--- src/rtl/pipe_hazard_ctrl.sv ---
// Hazard and scheduling controller for the 5-stage RV32 pipeline.
// Shadows the destination registers of the instructions in EX and MEM,
// issues registered EX forwarding selects, inserts load-use bubbles,
// flushes on a taken branch/jump and freezes everything while data memory
// is busy. Pipeline control outputs are combinational from state + inputs.
module pipe_hazard_ctrl #(
  parameter int REG_IDX_W = 5,
  parameter int CNT_W     = 32
) (
  input  logic                 clk,
  input  logic                 rst,
  input  logic                 id_valid,
  input  logic [REG_IDX_W-1:0] id_rs1_idx,
  input  logic [REG_IDX_W-1:0] id_rs2_idx,
  input  logic                 id_use_rs1,
  input  logic                 id_use_rs2,
  input  logic [REG_IDX_W-1:0] id_rd_idx,
  input  logic                 id_reg_wr,
  input  logic                 id_mem_rd,
  input  logic                 ex_br_take,
  input  logic                 dm_busy,
  output logic [1:0]           op1_fw_ctrl,
  output logic [1:0]           op2_fw_ctrl,
  output logic                 pc_stall,
  output logic                 ifid_stall,
  output logic                 idex_stall,
  output logic                 exmem_stall,
  output logic                 ifid_flush,
  output logic                 idex_bubble,
  output logic [CNT_W-1:0]     stall_cnt,
  output logic [CNT_W-1:0]     flush_cnt
);

  typedef enum logic [1:0] {
    ST_RUN,
    ST_LDUSE,
    ST_MEMWAIT
  } state_e;

  // Forwarding select encoding seen by the EX operand muxes.
  localparam logic [1:0] FW_ID  = 2'b00;
  localparam logic [1:0] FW_MEM = 2'b01;
  localparam logic [1:0] FW_WB  = 2'b10;

  typedef struct packed {
    logic [REG_IDX_W-1:0] rd;
    logic                 wr;
    logic                 ld;
  } ex_slot_t;

  typedef struct packed {
    logic [REG_IDX_W-1:0] rd;
    logic                 wr;
  } mem_slot_t;

  state_e     state_q,     state_d;
  ex_slot_t   ex_slot_q,   ex_slot_d;
  mem_slot_t  mem_slot_q,  mem_slot_d;
  logic [1:0] op1_fw_q,    op1_fw_d;
  logic [1:0] op2_fw_q,    op2_fw_d;
  logic [CNT_W-1:0] stall_cnt_q, stall_cnt_d;
  logic [CNT_W-1:0] flush_cnt_q, flush_cnt_d;

  logic ld_use;
  logic any_stall;

  // A slot supplies a source only if it writes a non-x0 register of the same index.
  function automatic logic hit(input logic wr, input logic [REG_IDX_W-1:0] rd,
                               input logic [REG_IDX_W-1:0] src, input logic use_src);
    return wr && (rd != '0) && (rd == src) && use_src;
  endfunction

  // Forwarding source for one operand: EX slot (next in MEM) beats MEM slot (next in WB).
  function automatic logic [1:0] fw_sel(input ex_slot_t ex_s, input mem_slot_t mem_s,
                                        input logic [REG_IDX_W-1:0] src, input logic use_src);
    if (hit(ex_s.wr, ex_s.rd, src, use_src))        return FW_MEM;
    else if (hit(mem_s.wr, mem_s.rd, src, use_src)) return FW_WB;
    else                                            return FW_ID;
  endfunction

  // Load in EX feeding the instruction in ID cannot be forwarded in time.
  always_comb begin
    ld_use = id_valid && ex_slot_q.ld &&
             (hit(ex_slot_q.wr, ex_slot_q.rd, id_rs1_idx, id_use_rs1) ||
              hit(ex_slot_q.wr, ex_slot_q.rd, id_rs2_idx, id_use_rs2));
  end

  // Pipeline control decision: memory freeze > taken-branch flush > load-use bubble.
  always_comb begin
    // NOTE: every output gets a default first so no path leaves it unassigned (no latch).
    pc_stall    = 1'b0;
    ifid_stall  = 1'b0;
    idex_stall  = 1'b0;
    exmem_stall = 1'b0;
    ifid_flush  = 1'b0;
    idex_bubble = 1'b0;
    state_d     = ST_RUN;
    if (!rst) begin
      state_d = ST_RUN;
    end else if (dm_busy) begin
      pc_stall    = 1'b1;
      ifid_stall  = 1'b1;
      idex_stall  = 1'b1;
      exmem_stall = 1'b1;
      state_d     = ST_MEMWAIT;
    end else if (ex_br_take) begin
      // Squashes the two wrong-path instructions in IF and ID.
      ifid_flush  = 1'b1;
      idex_bubble = 1'b1;
      state_d     = ST_RUN;
    end else if (ld_use && (state_q != ST_LDUSE)) begin
      pc_stall    = 1'b1;
      ifid_stall  = 1'b1;
      idex_bubble = 1'b1;
      state_d     = ST_LDUSE;
    end
  end

  // Shadow slots and forwarding selects advance on every non-frozen cycle.
  always_comb begin
    ex_slot_d  = ex_slot_q;
    mem_slot_d = mem_slot_q;
    op1_fw_d   = op1_fw_q;
    op2_fw_d   = op2_fw_q;
    if (!exmem_stall) begin
      mem_slot_d.rd = ex_slot_q.rd;
      mem_slot_d.wr = ex_slot_q.wr;
      if (id_valid && !idex_bubble) begin
        ex_slot_d.rd = id_rd_idx;
        ex_slot_d.wr = id_reg_wr;
        ex_slot_d.ld = id_mem_rd;
        op1_fw_d     = fw_sel(ex_slot_q, mem_slot_q, id_rs1_idx, id_use_rs1);
        op2_fw_d     = fw_sel(ex_slot_q, mem_slot_q, id_rs2_idx, id_use_rs2);
      end else begin
        ex_slot_d = '0;
        op1_fw_d  = FW_ID;
        op2_fw_d  = FW_ID;
      end
    end
  end

  // Performance counters, free-running and wrapping.
  always_comb begin
    any_stall   = pc_stall | ifid_stall | idex_stall | exmem_stall;
    stall_cnt_d = stall_cnt_q + CNT_W'(any_stall);
    flush_cnt_d = flush_cnt_q + CNT_W'(ifid_flush);
  end

  // State registers with synchronous active-low reset.
  always_ff @(posedge clk) begin
    if (!rst) begin
      // NOTE: sequential state uses non-blocking assignments so all flops update together.
      state_q     <= ST_RUN;
      ex_slot_q   <= '0;
      mem_slot_q  <= '0;
      op1_fw_q    <= FW_ID;
      op2_fw_q    <= FW_ID;
      stall_cnt_q <= '0;
      flush_cnt_q <= '0;
    end else begin
      state_q     <= state_d;
      ex_slot_q   <= ex_slot_d;
      mem_slot_q  <= mem_slot_d;
      op1_fw_q    <= op1_fw_d;
      op2_fw_q    <= op2_fw_d;
      stall_cnt_q <= stall_cnt_d;
      flush_cnt_q <= flush_cnt_d;
    end
  end

  assign op1_fw_ctrl = op1_fw_q;
  assign op2_fw_ctrl = op2_fw_q;
  assign stall_cnt   = stall_cnt_q;
  assign flush_cnt   = flush_cnt_q;

endmodule

--- config.mk ---
export PLATFORM = sky130hd
export DESIGN_NAME = pipe_hazard_ctrl
export DESIGN_NICKNAME = d
export VERILOG_FILES = /design/src/rtl/pipe_hazard_ctrl.sv
export SDC_FILE = /design/constraint.sdc
export NUM_CORES = 1
export LEC_CHECK = 0
export BUFFER_PORTS_ARGS = -buffer_cell sky130_fd_sc_hd__buf_2
export CELL_PAD_IN_SITES_DETAIL_PLACEMENT = 0
export CELL_PAD_IN_SITES_GLOBAL_PLACEMENT = 1
export CORE_ASPECT_RATIO = 0.7
export CORE_UTILIZATION = 40
export CTS_CLUSTER_SIZE = 40
export DETAILED_ROUTE_END_ITERATION = 10
export PLACE_DENSITY_LB_ADDON = 0.1
export SETUP_SLACK_MARGIN = 0.15
export SYNTH_ARGS = -nofsm -noshare
export SYNTH_HDL_FRONTEND = slang
export SYNTH_SLANG_ARGS = --single-unit
--- constraint.sdc ---
create_clock -name clk -period 3.7 [get_ports clk]
set_input_delay 0.74 -clock clk [delete_from_list [all_inputs] [get_ports clk]]
set_output_delay 0.74 -clock clk [all_outputs]
set_load 0.02 [all_outputs]
After elaboration in Yosys (flattened, before gate mapping)
Cells that the tools add are included.
{"block": "totals", "reg_bits": 83, "latch_bits": 0, "mem_bits_rw": 0, "mem_bits_ro": 0, "inputBits": 24, "out_inout_bits": 74, "word_cells": 62, "mem_count": 0}
{"block": "classes", "n_addsub": 2, "multipliers": 0, "n_div": 0, "n_lt_le_gt_ge": 0, "eq_ne": 5, "shift": 0, "n_mux": 22, "bitwise_logic": 3, "reduce_logical": 19}
{"cell": "32-bit by 1-bit adder with 32-bit output", "n": 2}
{"cell": "5-bit == test", "n": 4}
{"cell": "1-bit logical AND", "n": 14}
{"cell": "1-bit 2-to-1 mux", "n": 14}
{"cell": "2-bit 2-to-1 mux", "n": 7}
{"cell": "5-bit nonzero test", "n": 2}
{"cell": "7-bit 2-to-1 mux", "n": 1}
{"cell": "3-bit OR reduction", "n": 1}
{"cell": "2-bit by 1-bit inequality test with 1-bit output, second input constant", "n": 1}
{"cell": "1-bit OR", "n": 2}
{"cell": "1-bit logical NOT", "n": 1}
{"cell": "1-bit logical OR", "n": 1}
{"cell": "1-bit NOT", "n": 1}

Longest topological paths before layout
Gate-level depths: netlist of the first run.
{"block": "depth", "word_depth": 14, "depth_mapped": 12, "mapped_depth_nobuf": 11}

Least setup slack after synthesis of the first run
Ideal clock, no wire load.
{"block": "synth_timing", "path_type": "input port to flip-flop", "startpoint": "input port dm_busy", "endpoint": "register stall_cnt_q[24], in the netlist stall_cnt[24]", "setup_time_ns": 0.115, "arrival_ns": 3.075, "required_time_ns": 3.585, "setup_slack_ns": 0.510, "stages": 12, "n_path_buf": 3, "path_cell_list": "buf_6 and2_1 clkbuf_1 clkbuf_1 a41o_1 ha_1 ha_1 and4_1 nand4_1 nor3_1 xor2_1 and2_1"}
{"block": "synth_between", "elab_chain_cells": 5, "word_cells_on_any_way": 7, "cone_classes": "1 x add/sub; 4 x mux; 2 x bitwise"}
{"element": "start, declared", "line": "21", "text": "input logic dm_busy,"}
{"element": "1-bit 2-to-1 mux *", "line": "100", "text": "end else if (dm_busy) begin"}
{"element": "1-bit 2-to-1 mux *", "line": "98", "text": "if (!rst) begin"}
{"element": "net exmem_stall", "line": "27", "text": "output logic exmem_stall,"}
{"element": "1-bit OR", "line": "144", "text": "any_stall = pc_stall | ifid_stall | idex_stall | exmem_stall;"}
{"element": "1-bit OR *", "line": "144"}
{"element": "32-bit by 1-bit adder with 32-bit output *", "line": "145", "text": "stall_cnt_d = stall_cnt_q + CNT_W'(any_stall);"}
{"element": "end signal, assigned", "line": "166", "text": "stall_cnt_q <= stall_cnt_d;"}
{"element": "end, declared", "line": "61", "text": "logic [CNT_W-1:0] stall_cnt_q, stall_cnt_d;"}
The timed path passes the listed nets; every way through them passes the cells marked *.
A chain may end at the register's enable or synchronous reset.

Final worst setup path of the first run
{"block": "layout_timing", "startpoint": "input port id_rs2_idx[2]", "endpoint": "register stall_cnt_q[26], in the netlist stall_cnt[26]"}
{"block": "layout_between", "elab_chain_cells": 13}
{"element": "start, declared", "line": "14", "text": "input logic [REG_IDX_W-1:0] id_rs2_idx,"}
{"element": "5-bit == test", "line": "70", "text": "return wr && (rd != '0) && (rd == src) && use_src;"}
{"element": "1-bit logical AND (2 in a row)", "line": "70"}
{"element": "1-bit logical OR", "line": "84", "text": "(hit(ex_slot_q.wr, ex_slot_q.rd, id_rs1_idx, id_use_rs1) ||"}
{"element": "1-bit logical AND", "line": "83", "text": "ld_use = id_valid && ex_slot_q.ld &&"}
{"element": "1-bit logical AND", "line": "111", "text": "end else if (ld_use && (state_q != ST_LDUSE)) begin"}
{"element": "1-bit 2-to-1 mux", "line": "111"}
{"element": "1-bit 2-to-1 mux", "line": "106", "text": "end else if (ex_br_take) begin"}
{"element": "1-bit 2-to-1 mux", "line": "100"}
{"element": "1-bit 2-to-1 mux", "line": "98"}
{"element": "1-bit OR (2 in a row)", "line": "144"}
{"element": "32-bit by 1-bit adder with 32-bit output", "line": "145"}
Every way passes these cells.

==> results of run 1 <==
==> report_power, final <==
part | leakage [nW] | total, mW | switching (mW) | internal, mW
registers | 0.669 | 0.905 | 0.00582 | 0.899
logic | 1.40 | 0.0838 | 0.0466 | 0.0371
clock network | 0.168 | 1.01 | 0.348 | 0.665
==> registers in the layout (all words and copies together), names as in the netlist <==
register,count
op1_fw_ctrl,2
state_q,2
stall_cnt,32
ex_slot_q,7
flush_cnt,32
mem_slot_q,6
op2_fw_ctrl,2
==> metal layers <==
metal  vias up  wire length [um]  global-route usage, %  part of all wire (%)
met5         -                 0                      0                     0
met4         0                31                   4.71                  0.34
met3         2               386                   5.45                   4.2
met2        61              3910                   25.7                    42
met1      1562              4900                   27.1                    53
li1       1666                 -                      -                     -
==> final cells by class <==
cell class,instances,share of cell area [%]
clock buffer,13,5.60
clock inverter,3,1.35
inverter,5,0.375
multi-input combinational,315,45.7
sequential,83,33.2
tap,128,3.20
timing repair buffer,103,10.6
==> path summary, 6_finish.rpt <==
kind,startpoint,endpoint,slack [ps],cells past startpoint
max reg2reg,ex_slot_q[5],stall_cnt[26],560,11
max,id_rs2_idx[2],stall_cnt[26],550,12
min,op1_fw_ctrl[0],op1_fw_ctrl[0],450,2
min reg2reg,op1_fw_ctrl[0],op1_fw_ctrl[0],450,2
==> per-stage QoR <==
step / hold slack (ps) / power [mW]
CTS: 459 / 2.03
global placement: 436 / 1.01
global route: 488 / 2.08
detailed placement: 446 / 1.01
finish: 452 / 2.00
floorplan: 442 / 0.976
==> Yosys cell counts, types with 2 or more instances <==
cell	n	area, um2
nand4_1	15	93.8
inv_1	5	18.8
o211ai_1	3	22.5
mux2i_1	7	70.1
o21ai_0	6	30.0
nand2_1	20	75.1
and4_1	9	78.8
clkbuf_1	12	45.0
xnor2_1	48	420
a21boi_1	4	30.0
nand4_2	2	25.0
nor2_1	8	30.0
and2_1	58	363
buf_4	2	15.0
nor4_4	3	63.8
and3_1	6	37.5
nor4_1	6	37.5
a32o_1	9	90.1
nor2b_1	8	50.1
or3_1	7	43.8
nor3_1	9	45.0
nand3_1	35	175
a41o_1	2	20.0
xor2_1	25	219
dfxtp_1	83	1660
ha_1	4	50.1
==> repair_timing <==
item,CTS,global route
gates resized for setup,0,1
hold buffers,0,0
setup endpoints to repair,0,2
hold endpoints to repair,0,0
==> worst max-delay path, stage by stage <==
cell	delay, ps
buf_2	110
xnor2_1	140
nand4_1	180
o22ai_2	310
a41o_1	230
ha_1	190
ha_1	230
and4_1	310
nand4_1	350
nor3_1	340
xor2_1	90
and2_1	160
==> cell usage in the layout (no fill, tap or decap), types with 8 or more instances in the layout <==
| cell | n |
|---|---|
| a32o_1 | 9 |
| and2_1 | 58 |
| and4_1 | 9 |
| buf_2 | 97 |
| clkbuf_16 | 9 |
| dfxtp_1 | 83 |
| nand2_1 | 20 |
| nand3_1 | 35 |
| nand4_1 | 15 |
| nor2_1 | 8 |
| nor2b_1 | 8 |
| nor3_1 | 9 |
| xnor2_1 | 48 |
| xor2_1 | 25 |
==> logic make-up after synthesis <==
kind of cell | synth area share, %
DFF | 41.2
muxes | 1.74
adders and majority gates | 1.24
xor gates and xnor gates | 15.8
buffers and inverters | 2.23
AOI/OAI and AO/OA | 5.77
and+or+nand+nor | 32.0
==> flow_metrics.py, run 1 <==
metrics = {
    "floorplanning": {
        "top_level_ports": 98,
        "die_area_um2": 10500,
        "initial_core_util_pct": 41.3,
        "coreArea_um2": 9760,
        "fp.dieW_um": 122,
        "num_rows": 30,
        "die_h_um": 86.0,
    },
    "cts": {
        "clk_latency_ps": 330,
        "clockBufferDepth": 2,
        "clk_pin_slew_worst_paths_ps": 60,
        "clock_sinks": 83,
        "cts-root-buf": "clkbuf_16",
        "cts_setup_buffers": 0,
        "cts_tree": "done",
        "htree_levels": 3,
        "numCtsBuffers": 9,
    },
    "power": {
        "ir_drop_mv": 0.227,
        "p_per_area_nw_per_um2": 400,
        "leakage_nw": 2.23,
    },
    "layout": {
        "multi_input_area_um2": 2290,
        "area_growth_pct": 24.1,
        "final_cell_area_um2": 5010,
        "diodes": 0,
        "fin_cells": 650,
        "final_util_pct": 51.3,
        "final_nets": 545,
        "drive_above_1_share_pct": 26.4,
        "seq_area_um2": 1660,
        "n_fill_cell": 938,
    },
    "place": {
        "io_buffers": 97,
        "place_area_um2": 4650,
        "gp_congestion": 0.824,
        "place_inst": 634,
        "hpwlAfterDp_mm": 6.93,
        "place_ws_ps": 118,
    },
    "global_routing": {
        "antenna_found_initial": 0,
        "grt_overflow": 0,
        "grt.total_usage_pct": 18.4,
        "first_global_vias": 2963,
        "grt_pass1_wl_mm": 15.1,
        "grt_max_degree": 28,
    },
    "timing": {
        "finalCriticalPeriod_ps": 3150,
        "fmax_mhz": 318,
        "post-route-period-util_pct": 85.1,
        "clock-skew-final_ps": 8.80,
        "setup_tns_ps": 0,
        "setup_ws_ps": 551,
        "setup_viol": 0,
        "hold_viol": 0,
        "tightest_slew_ps": 589,
        "drv_slew": 0,
        "rsz0062_at_grt": "false",
        "slew_headroom_pct": 60.5,
    },
    "setup_path": {
        "critPathLaunchType": "primary input",
        "critical_path.endpoint_type": "flip-flop",
        "crit_arrival_ps": 3370,
        "path_class": "primary input to flip-flop",
        "cp_max_fo": 8,
        "worstPathRequired_ps": 3920,
    },
    "drt": {
        "drc_errors": 0,
        "wl_mm": 9.23,
        "ant_nets": 0,
        "drtPass1Iterations": 4,
        "post_drt_wl_per_cell_um": 14.2,
        "vias_per_cell": 5.06,
        "dr_total_vias": 3291,
        "drtIter0Drc": 156,
    },
    "synthesis": {
        "synth.distinct_cells": 48,
        "synth_cells": 418,
        "synth.avg_cell_area_um2": 9.65,
        "yosys_warnings": 0,
        "synth-seq-cells": 83,
        "yosysSeqAreaShare_pct": 41.2,
        "synth-main-ff-cell": "dfxtp_1",
        "synth-async-reset-ratio_pct": 0,
        "synth_area_um2": 4040,
        "syn_nets": 446,
        "synth-edff-count": 0,
    },
    "outcome": {
        "outcome": "finished, final reports clean",
    },
    "hold_path": {
        "min_path_type": "flip-flop to flip-flop",
    },
    "job": {
        "cap_violations": 0,
    },
}
No activity file was read; power rests on OpenSTA's default activity.
==> run 2: changes to the inputs <==
==> constraint.sdc (replaced) <==
create_clock -name clk -period 3.66 [get_ports clk]
set_input_delay 0.732 -clock clk [delete_from_list [all_inputs] [get_ports clk]]
set_output_delay 0.732 -clock clk [all_outputs]
set_load 0.02 [all_outputs]
==> run 2 against run 1 <==
Die area stayed put. Total power increased by 1.4%. Cell count up 0.15%. Non-clock buffer count is 1 higher. Routed wire length increased by 2.4%. First-iteration DRC count up 1.9%.
==> flow_metrics.py, run 2 (same netlist as run 1, synthesis figures left out) <==
metrics = {
    "layout": {
        "drive_above_1_share_pct": 26.4,
        "diodes": 0,
        "final_common_cell": "buf_2",
        "layout_common_cells": "97 x buf_2, 83 x dfxtp_1, 58 x and2_1, 48 x xnor2_1, 35 x nand3_1",
        "n_fill_cell": 941,
        "final_cell_area_um2": 5010,
        "final_nets": 546,
        "area_growth_pct": 24.2,
    },
    "cts": {
        "htree_levels": 3,
        "numCtsBuffers": 9,
        "clockBufferDepth": 2,
        "cts_tree": "done",
        "clk_latency_ps": 340,
        "clk_pin_slew_worst_paths_ps": 60,
        "clock_sinks": 83,
        "cts-root-buf": "clkbuf_16",
    },
    "drt": {
        "ant_nets": 0,
        "dr_total_vias": 3350,
        "drc_errors": 0,
        "drtIter0Drc": 159,
        "vias_per_cell": 5.15,
        "post_drt_wl_per_cell_um": 14.5,
        "wl_mm": 9.45,
        "drtPass1Iterations": 4,
    },
    "global_routing": {
        "grt.total_usage_pct": 18.8,
        "first_global_vias": 3026,
        "antenna_found_initial": 0,
        "grt_max_degree": 28,
        "grt_overflow": 0,
        "grt_pass1_wl_mm": 15.2,
    },
    "timing": {
        "drv_slew": 0,
        "post-route-period-util_pct": 84.5,
        "setup_ws_ps": 568,
        "hold_viol": 0,
        "finalCriticalPeriod_ps": 3090,
        "setup_tns_ps": 0,
        "setup_viol": 0,
        "tightest_slew_ps": 609,
        "holdWs_ps": 451,
        "clock-skew-final_ps": 5.12,
        "slew_headroom_pct": 59.1,
        "rsz0062_at_grt": "false",
        "fmax_mhz": 323,
    },
    "setup_path": {
        "worstPathRequired_ps": 3890,
        "cp_max_fo": 8,
        "crit_start": "id_rs2_idx[2]",
        "critical_path.endpoint_type": "flip-flop",
        "crit_arrival_ps": 3330,
        "r2r-start": "ex_slot_q[5]",
        "critPathLaunchType": "primary input",
        "path_class": "primary input to flip-flop",
    },
    "hold_path": {
        "min_path_type": "flip-flop to flip-flop",
        "hp-start": "op1_fw_ctrl[0]",
    },
    "floorplanning": {
        "die_h_um": 86.0,
        "num_rows": 30,
        "fp.dieW_um": 122,
        "top_level_ports": 98,
        "initial_core_util_pct": 41.3,
        "coreArea_um2": 9760,
        "die_area_um2": 10500,
    },
    "outcome": {
        "outcome": "finished, final reports clean",
    },
    "place": {
        "io_buffers": 97,
        "gp_congestion": 0.825,
        "place_ws_ps": 49.2,
        "hpwlAfterDp_mm": 6.93,
        "place_area_um2": 4650,
    },
    "power": {
        "p_per_area_nw_per_um2": 405,
        "ir_drop_mv": 0.198,
        "leakage_nw": 2.24,
    },
    "job": {
        "cap_violations": 0,
    },
}
==> run 2: changes by cell type in the layout (fill, tap and decap cells not counted), sizes merged <==
cell	before	now
buf	103	104
==> run 2: area by class of cell <==
class                           count  area [um2]  area share [%]
Timing Repair Buffer              104         538            10.7
Multi-Input combinational cell    315        2280            45.6
Sequential cell                    83        1660            33.2
Clock inverter                      3        67.6            1.35
Tap cell                          128         160            3.20
Inverter                            5        18.8           0.375
Clock buffer                       13         280            5.59
==> run 2: path summary, 6_finish.rpt <==
kind	end	slack, ps	cells past startpoint
worst max-delay path	stall_cnt[26]	570	13
worst min-delay path	op1_fw_ctrl[0]	450	2
worst max register to register	stall_cnt[26]	590	12
worst min register to register	op1_fw_ctrl[0]	450	2
==> run 2: power breakdown <==
part	internal, mW	switching, mW
logic	0.0374	0.0474
registers	0.909	0.00599
clock network	0.672	0.358
==> run 2: timing repair <==
| action | 4_1_cts | 5_1_grt |
|---|---|---|
| endpoints found under the hold margin | 0 | 0 |
| hold buffers | 0 | 0 |
| gates resized for setup | 0 | 0 |
| endpoints found under the setup margin | 0 | 4 |
| buffers inserted | 0 | 1 |
==> run 2: metrics by stage <==
stage	cells	util [%]	power, mW
CTS	650	51.3	2.05
finish	651	51.3	2.03
global route	651	51.3	2.11
floorplan	418	-	0.986
global placement	634	47.7	1.02
detailed placement	634	47.7	1.02
==> run 2: layer usage <==
layer  vias to the layer above  track usage, %  part of all wire [%]
met5                         -               0                     0
met4                         0            4.49                  0.69
met3                         9            8.05                   7.6
met2                        88            26.4                    42
met1                      1591            26.2                    49
li1                       1662               -                     -
==> run 2: worst max-delay path, stage by stage <==
cell and delay [ps]:
buf_2 120, xnor2_1 160, nand4_1 160, o22ai_1 390
a41o_1 250, ha_1 190, ha_1 230, and4_1 320
nand4_1 100, buf_4 180, nor3_1 240, xor2_1 90
and2_1 160
